File: src/rtl/upload_unpacker.sv
// -----------------------------------------------------------------------------
// upload_unpacker
//   Receive-side frame decoder. Hunts for [HDR_H][HDR_L][source][len_h][len_l]
//   [data...][checksum] in a serial byte stream and validates length and
//   checksum. The payload is buffered and released on a req/valid/ready byte
//   stream tagged with the source byte, but only once the checksum matches.
//
// Ports:
//   clk, rst_n          system clock, asynchronous active-low reset
//   in_data/in_valid    framed input byte stream
//   in_ready            byte accepted (low only while a payload is released)
//   out_req             high for the whole payload release
//   out_source          source byte of the frame being released
//   out_data/out_valid  payload byte stream
//   out_ready           downstream accepts the byte
//   frame_ok            1-cycle pulse: good frame accepted
//   frame_err           1-cycle pulse: frame discarded
//   err_count           saturating count of discarded frames
// -----------------------------------------------------------------------------
module upload_unpacker #(
    parameter logic [7:0]  FRAME_HEADER_H = 8'hAA,
    parameter logic [7:0]  FRAME_HEADER_L = 8'h44,
    parameter int unsigned MAX_LEN        = 255,
    parameter int unsigned TIMEOUT_CYCLES = 0
) (
    input  logic        clk,
    input  logic        rst_n,
    input  logic [7:0]  in_data,
    input  logic        in_valid,
    output logic        in_ready,
    output logic        out_req,
    output logic [7:0]  out_source,
    output logic [7:0]  out_data,
    output logic        out_valid,
    input  logic        out_ready,
    output logic        frame_ok,
    output logic        frame_err,
    output logic [15:0] err_count
);

    // Buffer is a power of two deep so the index is a plain bit slice.
    localparam int unsigned AW    = (MAX_LEN > 1) ? $clog2(MAX_LEN) : 1;
    localparam int unsigned DEPTH = 2 ** AW;

    typedef enum logic [2:0] {
        ST_HUNT1 = 3'd0,
        ST_HUNT2 = 3'd1,
        ST_SRC   = 3'd2,
        ST_LENH  = 3'd3,
        ST_LENL  = 3'd4,
        ST_DATA  = 3'd5,
        ST_CSUM  = 3'd6,
        ST_EMIT  = 3'd7
    } state_t;

    // 8-bit modular checksum accumulation.
    function automatic logic [7:0] csum_add(input logic [7:0] acc, input logic [7:0] b);
        return acc + b;
    endfunction

    // Saturating 16-bit increment for the error counter.
    function automatic logic [15:0] sat_inc16(input logic [15:0] v);
        return (v == 16'hFFFF) ? v : v + 16'd1;
    endfunction

    state_t      state_r,      state_nxt_s;
    logic [7:0]  csum_r,       csum_nxt_s;
    logic [7:0]  len_r,        len_nxt_s;
    logic [7:0]  idx_r,        idx_nxt_s;
    logic [7:0]  source_r,     source_nxt_s;
    logic [31:0] tmo_r,        tmo_nxt_s;
    logic [15:0] err_count_r,  err_count_nxt_s;
    logic        frame_ok_r,   frame_ok_nxt_s;
    logic        frame_err_r,  frame_err_nxt_s;
    logic        out_req_r,    out_req_nxt_s;
    logic        out_valid_r,  out_valid_nxt_s;
    logic [7:0]  out_data_r,   out_data_nxt_s;
    logic [7:0]  out_source_r, out_source_nxt_s;
    logic        in_ready_r,   in_ready_nxt_s;

    logic [7:0]  pay_buf_r [DEPTH];
    logic        buf_we_s;
    logic        xfer_s;
    logic        ok_s;
    logic        err_s;
    logic [7:0]  idx_inc_s;
    logic        in_frame_s;

    assign xfer_s     = in_valid && in_ready_r;
    assign idx_inc_s  = idx_r + 8'd1;
    assign in_frame_s = (state_r == ST_SRC) || (state_r == ST_LENH) || (state_r == ST_LENL) ||
                        (state_r == ST_DATA) || (state_r == ST_CSUM);

    // Next-state, datapath and output decode.
    always_comb begin
        state_nxt_s      = state_r;
        csum_nxt_s       = csum_r;
        len_nxt_s        = len_r;
        idx_nxt_s        = idx_r;
        source_nxt_s     = source_r;
        tmo_nxt_s        = tmo_r;
        out_req_nxt_s    = out_req_r;
        out_valid_nxt_s  = out_valid_r;
        out_data_nxt_s   = out_data_r;
        out_source_nxt_s = out_source_r;
        err_count_nxt_s  = err_count_r;
        buf_we_s         = 1'b0;
        ok_s             = 1'b0;
        err_s            = 1'b0;

        case (state_r)
            ST_HUNT1: begin
                if (xfer_s && (in_data == FRAME_HEADER_H)) begin
                    state_nxt_s = ST_HUNT2;
                    csum_nxt_s  = in_data;
                end else begin
                    state_nxt_s = ST_HUNT1;
                end
            end
            ST_HUNT2: begin
                if (!xfer_s) begin
                    state_nxt_s = ST_HUNT2;
                end else if (in_data == FRAME_HEADER_L) begin
                    state_nxt_s = ST_SRC;
                    csum_nxt_s  = csum_add(csum_r, in_data);
                end else if (in_data == FRAME_HEADER_H) begin
                    // A repeated first header byte may itself start the frame.
                    state_nxt_s = ST_HUNT2;
                    csum_nxt_s  = in_data;
                end else begin
                    state_nxt_s = ST_HUNT1;
                end
            end
            ST_SRC: begin
                if (xfer_s) begin
                    source_nxt_s = in_data;
                    csum_nxt_s   = csum_add(csum_r, in_data);
                    state_nxt_s  = ST_LENH;
                end else begin
                    state_nxt_s = ST_SRC;
                end
            end
            ST_LENH: begin
                if (!xfer_s) begin
                    state_nxt_s = ST_LENH;
                end else if (in_data == 8'h00) begin
                    csum_nxt_s  = csum_add(csum_r, in_data);
                    state_nxt_s = ST_LENL;
                end else begin
                    err_s = 1'b1;
                end
            end
            ST_LENL: begin
                if (!xfer_s) begin
                    state_nxt_s = ST_LENL;
                end else if ((in_data == 8'h00) || (32'(in_data) > MAX_LEN)) begin
                    err_s = 1'b1;
                end else begin
                    len_nxt_s   = in_data;
                    csum_nxt_s  = csum_add(csum_r, in_data);
                    idx_nxt_s   = 8'd0;
                    state_nxt_s = ST_DATA;
                end
            end
            ST_DATA: begin
                if (xfer_s) begin
                    buf_we_s   = 1'b1;
                    csum_nxt_s = csum_add(csum_r, in_data);
                    idx_nxt_s  = idx_inc_s;
                    if (idx_inc_s == len_r) begin
                        state_nxt_s = ST_CSUM;
                    end else begin
                        state_nxt_s = ST_DATA;
                    end
                end else begin
                    state_nxt_s = ST_DATA;
                end
            end
            ST_CSUM: begin
                if (!xfer_s) begin
                    state_nxt_s = ST_CSUM;
                end else if (in_data == csum_r) begin
                    // Release starts in the very next cycle with buffer slot 0.
                    ok_s             = 1'b1;
                    idx_nxt_s        = 8'd0;
                    state_nxt_s      = ST_EMIT;
                    out_req_nxt_s    = 1'b1;
                    out_valid_nxt_s  = 1'b1;
                    out_source_nxt_s = source_r;
                    out_data_nxt_s   = pay_buf_r[{AW{1'b0}}];
                end else begin
                    err_s = 1'b1;
                end
            end
            ST_EMIT: begin
                if (out_valid_r && out_ready) begin
                    if (idx_inc_s == len_r) begin
                        state_nxt_s      = ST_HUNT1;
                        out_req_nxt_s    = 1'b0;
                        out_valid_nxt_s  = 1'b0;
                        out_data_nxt_s   = 8'h00;
                        out_source_nxt_s = 8'h00;
                    end else begin
                        idx_nxt_s      = idx_inc_s;
                        out_data_nxt_s = pay_buf_r[idx_inc_s[AW-1:0]];
                    end
                end else begin
                    state_nxt_s = ST_EMIT;
                end
            end
            default: begin
                state_nxt_s = ST_HUNT1;
            end
        endcase

        // Inter-byte idle watchdog, only while inside a frame body.
        if ((TIMEOUT_CYCLES != 32'd0) && in_frame_s) begin
            if (in_valid) begin
                tmo_nxt_s = 32'd0;
            end else if ((tmo_r + 32'd1) == TIMEOUT_CYCLES) begin
                tmo_nxt_s = 32'd0;
                err_s     = 1'b1;
            end else begin
                tmo_nxt_s = tmo_r + 32'd1;
            end
        end else begin
            tmo_nxt_s = 32'd0;
        end

        // Any discard drops straight back to the hunt; the offending byte is consumed.
        if (err_s) begin
            state_nxt_s     = ST_HUNT1;
            err_count_nxt_s = sat_inc16(err_count_r);
        end else begin
            err_count_nxt_s = err_count_r;
        end

        frame_ok_nxt_s  = ok_s;
        frame_err_nxt_s = err_s;
        in_ready_nxt_s  = (state_nxt_s != ST_EMIT);
    end

    // FSM state register.
    always_ff @(posedge clk or negedge rst_n) begin
        if (!rst_n) begin
            state_r <= ST_HUNT1;
        end else begin
            state_r <= state_nxt_s;
        end
    end

    // Datapath and registered outputs.
    always_ff @(posedge clk or negedge rst_n) begin
        if (!rst_n) begin
            csum_r       <= 8'h00;
            len_r        <= 8'h00;
            idx_r        <= 8'h00;
            source_r     <= 8'h00;
            tmo_r        <= 32'd0;
            err_count_r  <= 16'h0000;
            frame_ok_r   <= 1'b0;
            frame_err_r  <= 1'b0;
            out_req_r    <= 1'b0;
            out_valid_r  <= 1'b0;
            out_data_r   <= 8'h00;
            out_source_r <= 8'h00;
            in_ready_r   <= 1'b1;
        end else begin
            csum_r       <= csum_nxt_s;
            len_r        <= len_nxt_s;
            idx_r        <= idx_nxt_s;
            source_r     <= source_nxt_s;
            tmo_r        <= tmo_nxt_s;
            err_count_r  <= err_count_nxt_s;
            frame_ok_r   <= frame_ok_nxt_s;
            frame_err_r  <= frame_err_nxt_s;
            out_req_r    <= out_req_nxt_s;
            out_valid_r  <= out_valid_nxt_s;
            out_data_r   <= out_data_nxt_s;
            out_source_r <= out_source_nxt_s;
            in_ready_r   <= in_ready_nxt_s;
        end
    end

    // Payload buffer; contents are only read after being written, so no reset.
    always_ff @(posedge clk) begin
        if (buf_we_s) begin
            pay_buf_r[idx_r[AW-1:0]] <= in_data;
        end
    end

    assign in_ready   = in_ready_r;
    assign out_req    = out_req_r;
    assign out_source = out_source_r;
    assign out_data   = out_data_r;
    assign out_valid  = out_valid_r;
    assign frame_ok   = frame_ok_r;
    assign frame_err  = frame_err_r;
    assign err_count  = err_count_r;

endmodule

File: config.mk
export PLATFORM = sky130hd
export DESIGN_NAME = upload_unpacker
export DESIGN_NICKNAME = d
export VERILOG_FILES = /design/src/rtl/upload_unpacker.sv
export SDC_FILE = /design/constraint.sdc
export NUM_CORES = 2
export LEC_CHECK = 0
export ABC_CLOCK_PERIOD_IN_PS = 5000
export BUFFER_PORTS_ARGS = -buffer_cell sky130_fd_sc_hd__buf_2
export CAP_MARGIN = 40
export CORE_UTILIZATION = 49
export DETAILED_ROUTE_END_ITERATION = 8
export GPL_TIMING_DRIVEN = 0
export HOLD_SLACK_MARGIN = 0.1
export PLACE_DENSITY_LB_ADDON = 0.05
export SETUP_SLACK_MARGIN = 0.5
export SLEW_MARGIN = 0
export SYNTH_ARGS = -nofsm -noshare
export SYNTH_HDL_FRONTEND = slang
export SYNTH_SLANG_ARGS = --single-unit
File: constraint.sdc
create_clock -name clk -period 5 [get_ports clk]
set_input_delay 0 -clock clk [delete_from_list [all_inputs] [get_ports clk]]
set_output_delay 0 -clock clk [all_outputs]
set_load 0.005 [all_outputs]
==> out/metrics.cfg <==
[outcome]
status=finished clean

[yosys]
synthTopCellsByCount=edfxtp_1 (2048), mux4_2 (643), nor2_1 (291)
yosys.area.top_type=edfxtp_1
synth_seq_cells=2119
netlist_area_mm2=0.0828
seq_area_frac_synth_pct=76.4
synth-edff-count=2048
synth_nets=3756
synth_area_leaders=edfxtp_1 (74%), mux4_2 (17%), dfrtp_1 (2.1%), nor2_1 (1.3%), nand2_1 (0.56%)
syn_area_per_cell_um2=22.2
synthAdderAreaFrac_pct=0.205
ys.flop_type=edfxtp_1
synth_cell_types=56
synth_simple_gate_area_share_pct=2.86
syn_inst=3731
synthMuxAreaShare_pct=17.8
yosysWarnings=0
synth_top_family_by_area=multiplexers
yosysMostFrequentCell=edfxtp_1
synth_compound_area_share_pct=0.969
async_flop_share_pct=3.35
synth_xor_area_share_pct=0.446
synth_top_area_share_pct=74.3

[cells_and_area]
register_area_mm2=0.0633
fillers=12400
drive_gt1_share_pct=31.6
area_delta_synth_final_pct=14.9
fin_nets=4205
final_util_pct=56.8
multi_input_area_mm2=0.0187

[global_route]
grt_pass1_vias=40900
antenna_found_initial=20
grtUsageTotal_pct=28.9
grt_pass1_wl_mm=333
grt_start_max_net_pins=160
overflow=0

[critical_path]
crit_fanout=10
ff2ff_setup_slack_ns=0.52
critPathLaunchType=flip-flop
criticalPathCategory=flip-flop to flip-flop
worstPathRequired_ns=5.55
cp-end-kind=flip-flop
crit_arrival_ns=5.04

[timing]
drv_slew=0
fin_crit_sh_pct=89.6
relSlewSlack_pct=31.7
fmax_mhz=223
worst_pin_slew_ns=1.02
tns_ns=0
clock_skew_ns=0.0420
final-hold-violation-count=0
fin_crit_ns=4.48
rsz0062_at_grt=yes
setup_violations=0

[floorplanning]
dieWidth_um=413
num_io_pins=49
std_cell_rows=150
die_area_mm2=0.171
core-area_mm2=0.167
fp.dieH_um=413
initial_utilization_pct=49.5

[flow_run]
maxCapViolations=0

[drt]
drt_iter0_drc=5271
detail-route-antenna-nets=0
detail_route.wl_per_cell_um=37.2
via_count=41300
first_pass_iters=6
via_per_inst=6.32
drcViolationCount=0
wirelength_mm=243

[clock_tree]
h-tree-depth=4
cts_buffers=211
cts_setup_buffers=0
cts_root_buf=clkbuf_16
tritoncts=done
cts_sinks=2119
cts_buffer_depth=3
cts.clk_slew.worst_paths_ns=0.06
clk_latency_ns=0.87

[place]
port_buffers=48
globalplace.congestion=0.905
dpl.hpwl_mm=167

[power_and_ir_drop]
powerDensity_mw_per_mm2=370
total_leakage_power_nw=29.8
max-vdd-ir-drop_mv=0.454

[min_path]
hold_path_class=input port to flip-flop

[critical path, cell delays in order (launching register included)]
cell and delay [ns]:
dfrtp_1 0.32, clkbuf_1 0.34, nand2_1 0.43, nor3_1 0.46
buf_2 0.29, nand3_1 0.51, buf_8 0.37, clkbuf_2 0.52
nor2_1 0.62, buf_4 0.27
[through the flow]
stage / setup WS (ns) / area (um2) / power [W] / hold slack (ns) / cells
floorplan: 1.14 / 82800 / 0.0199 / -0.296 / 3731
global placement: -1.88 / 85800 / 0.0203 / 0.397 / 5983
detailed placement: -1.25 / 88000 / 0.0202 / -0.0340 / 6149
CTS: 0.266 / 95000 / 0.0353 / 0.138 / 6534
global route: 0.466 / 95200 / 0.0360 / 0.175 / 6540
finish: 0.518 / 95200 / 0.0352 / 0.165 / 6541
[metal layers]
metal | global-route usage (%) | part of all wire, % | vias to the layer above
met3 | 5.81 | 8.2 | 373
met1 | 40.7 | 40 | 22500
li1 | - | - | 16600
met2 | 45.1 | 47 | 1833
met5 | 0 | 0.0094 | -
met4 | 10.8 | 4.1 | 4
[worst paths after layout]
path / depth (start not counted) / end / from
min in group asynchronous: 4 / len_r[3] / rst_n
worst min register to register: 2 / csum_r[0] / csum_r[0]
max in group asynchronous: 5 / in_ready / rst_n
worst max-delay path: 9 / pay_buf_r[23][3] / state_r[0]
worst min-delay path: 2 / pay_buf_r[13][7] / in_data[7]
worst max register to register: 9 / pay_buf_r[23][3] / state_r[0]
[cells in the final DEF (no fill, tap or decap), types with 15 or more instances in the layout]
master         instances
edfxtp_1            2048
mux4_2               643
nor2_1               271
clkbuf_16            213
buf_4                121
nand2_1              119
buf_2                105
clkbuf_1              87
dfrtp_1               70
nand3_1               52
buf_6                 43
clkinv_1              42
buf_8                 35
clkbuf_2              31
clkinv_2              28
a21oi_1               27
buf_16                25
xnor2_1               24
o21ai_0               23
nor2_2                21
nor3_1                19
mux2_2                17
nand4_1               15
dlygate4sd3_1         15
[cells by family after synthesis]
family	after synthesis
flip-flops	2119
multiplexers	670
AND/OR/NAND/NOR	558
buffers and inverters	215
AO/OA/AOI/OAI	118
XOR/XNOR	38
adder cells (fa/ha/maj)	13
[layout make-up]
| cell class | count | area share [%] |
|---|---|---|
| Sequential cell | 2119 | 66.5 |
| Multi-Input combinational cell | 1397 | 19.6 |
| Clock buffer | 266 | 5.83 |
| Tap cell | 2204 | 2.90 |
| Timing Repair Buffer | 236 | 2.74 |
| Buffer | 206 | 1.35 |
| Clock inverter | 103 | 1.05 |
| Inverter | 9 | 0.0355 |
| Antenna cell | 1 | 0.00263 |
[timing repair]
action,4_1_cts,5_1_grt
hold endpoints to repair,1707,0
hold buffers,16,0
resized for setup,107,39
pin swaps,3,2
endpoints found under the setup margin,275,444
[registers in the layout (all words and copies together) (netlist names)]
register    count
out_source      8
state_r         3
idx_r           8
len_r           8
out_data        8
csum_r          8
frame_err       1
pay_buf_r    2048
in_ready        1
err_count      16
source_r        8
frame_ok        1
out_valid       1
[power by group]
group	total (W)	internal (W)	switching [W]
clock	0.0153	0.00856	0.00674
sequential	0.0195	0.0195	0.00000353
combinational	0.000405	0.0000685	0.000337
total	0.0352	0.0281	0.00708
(Power assumes the default switching activity.)
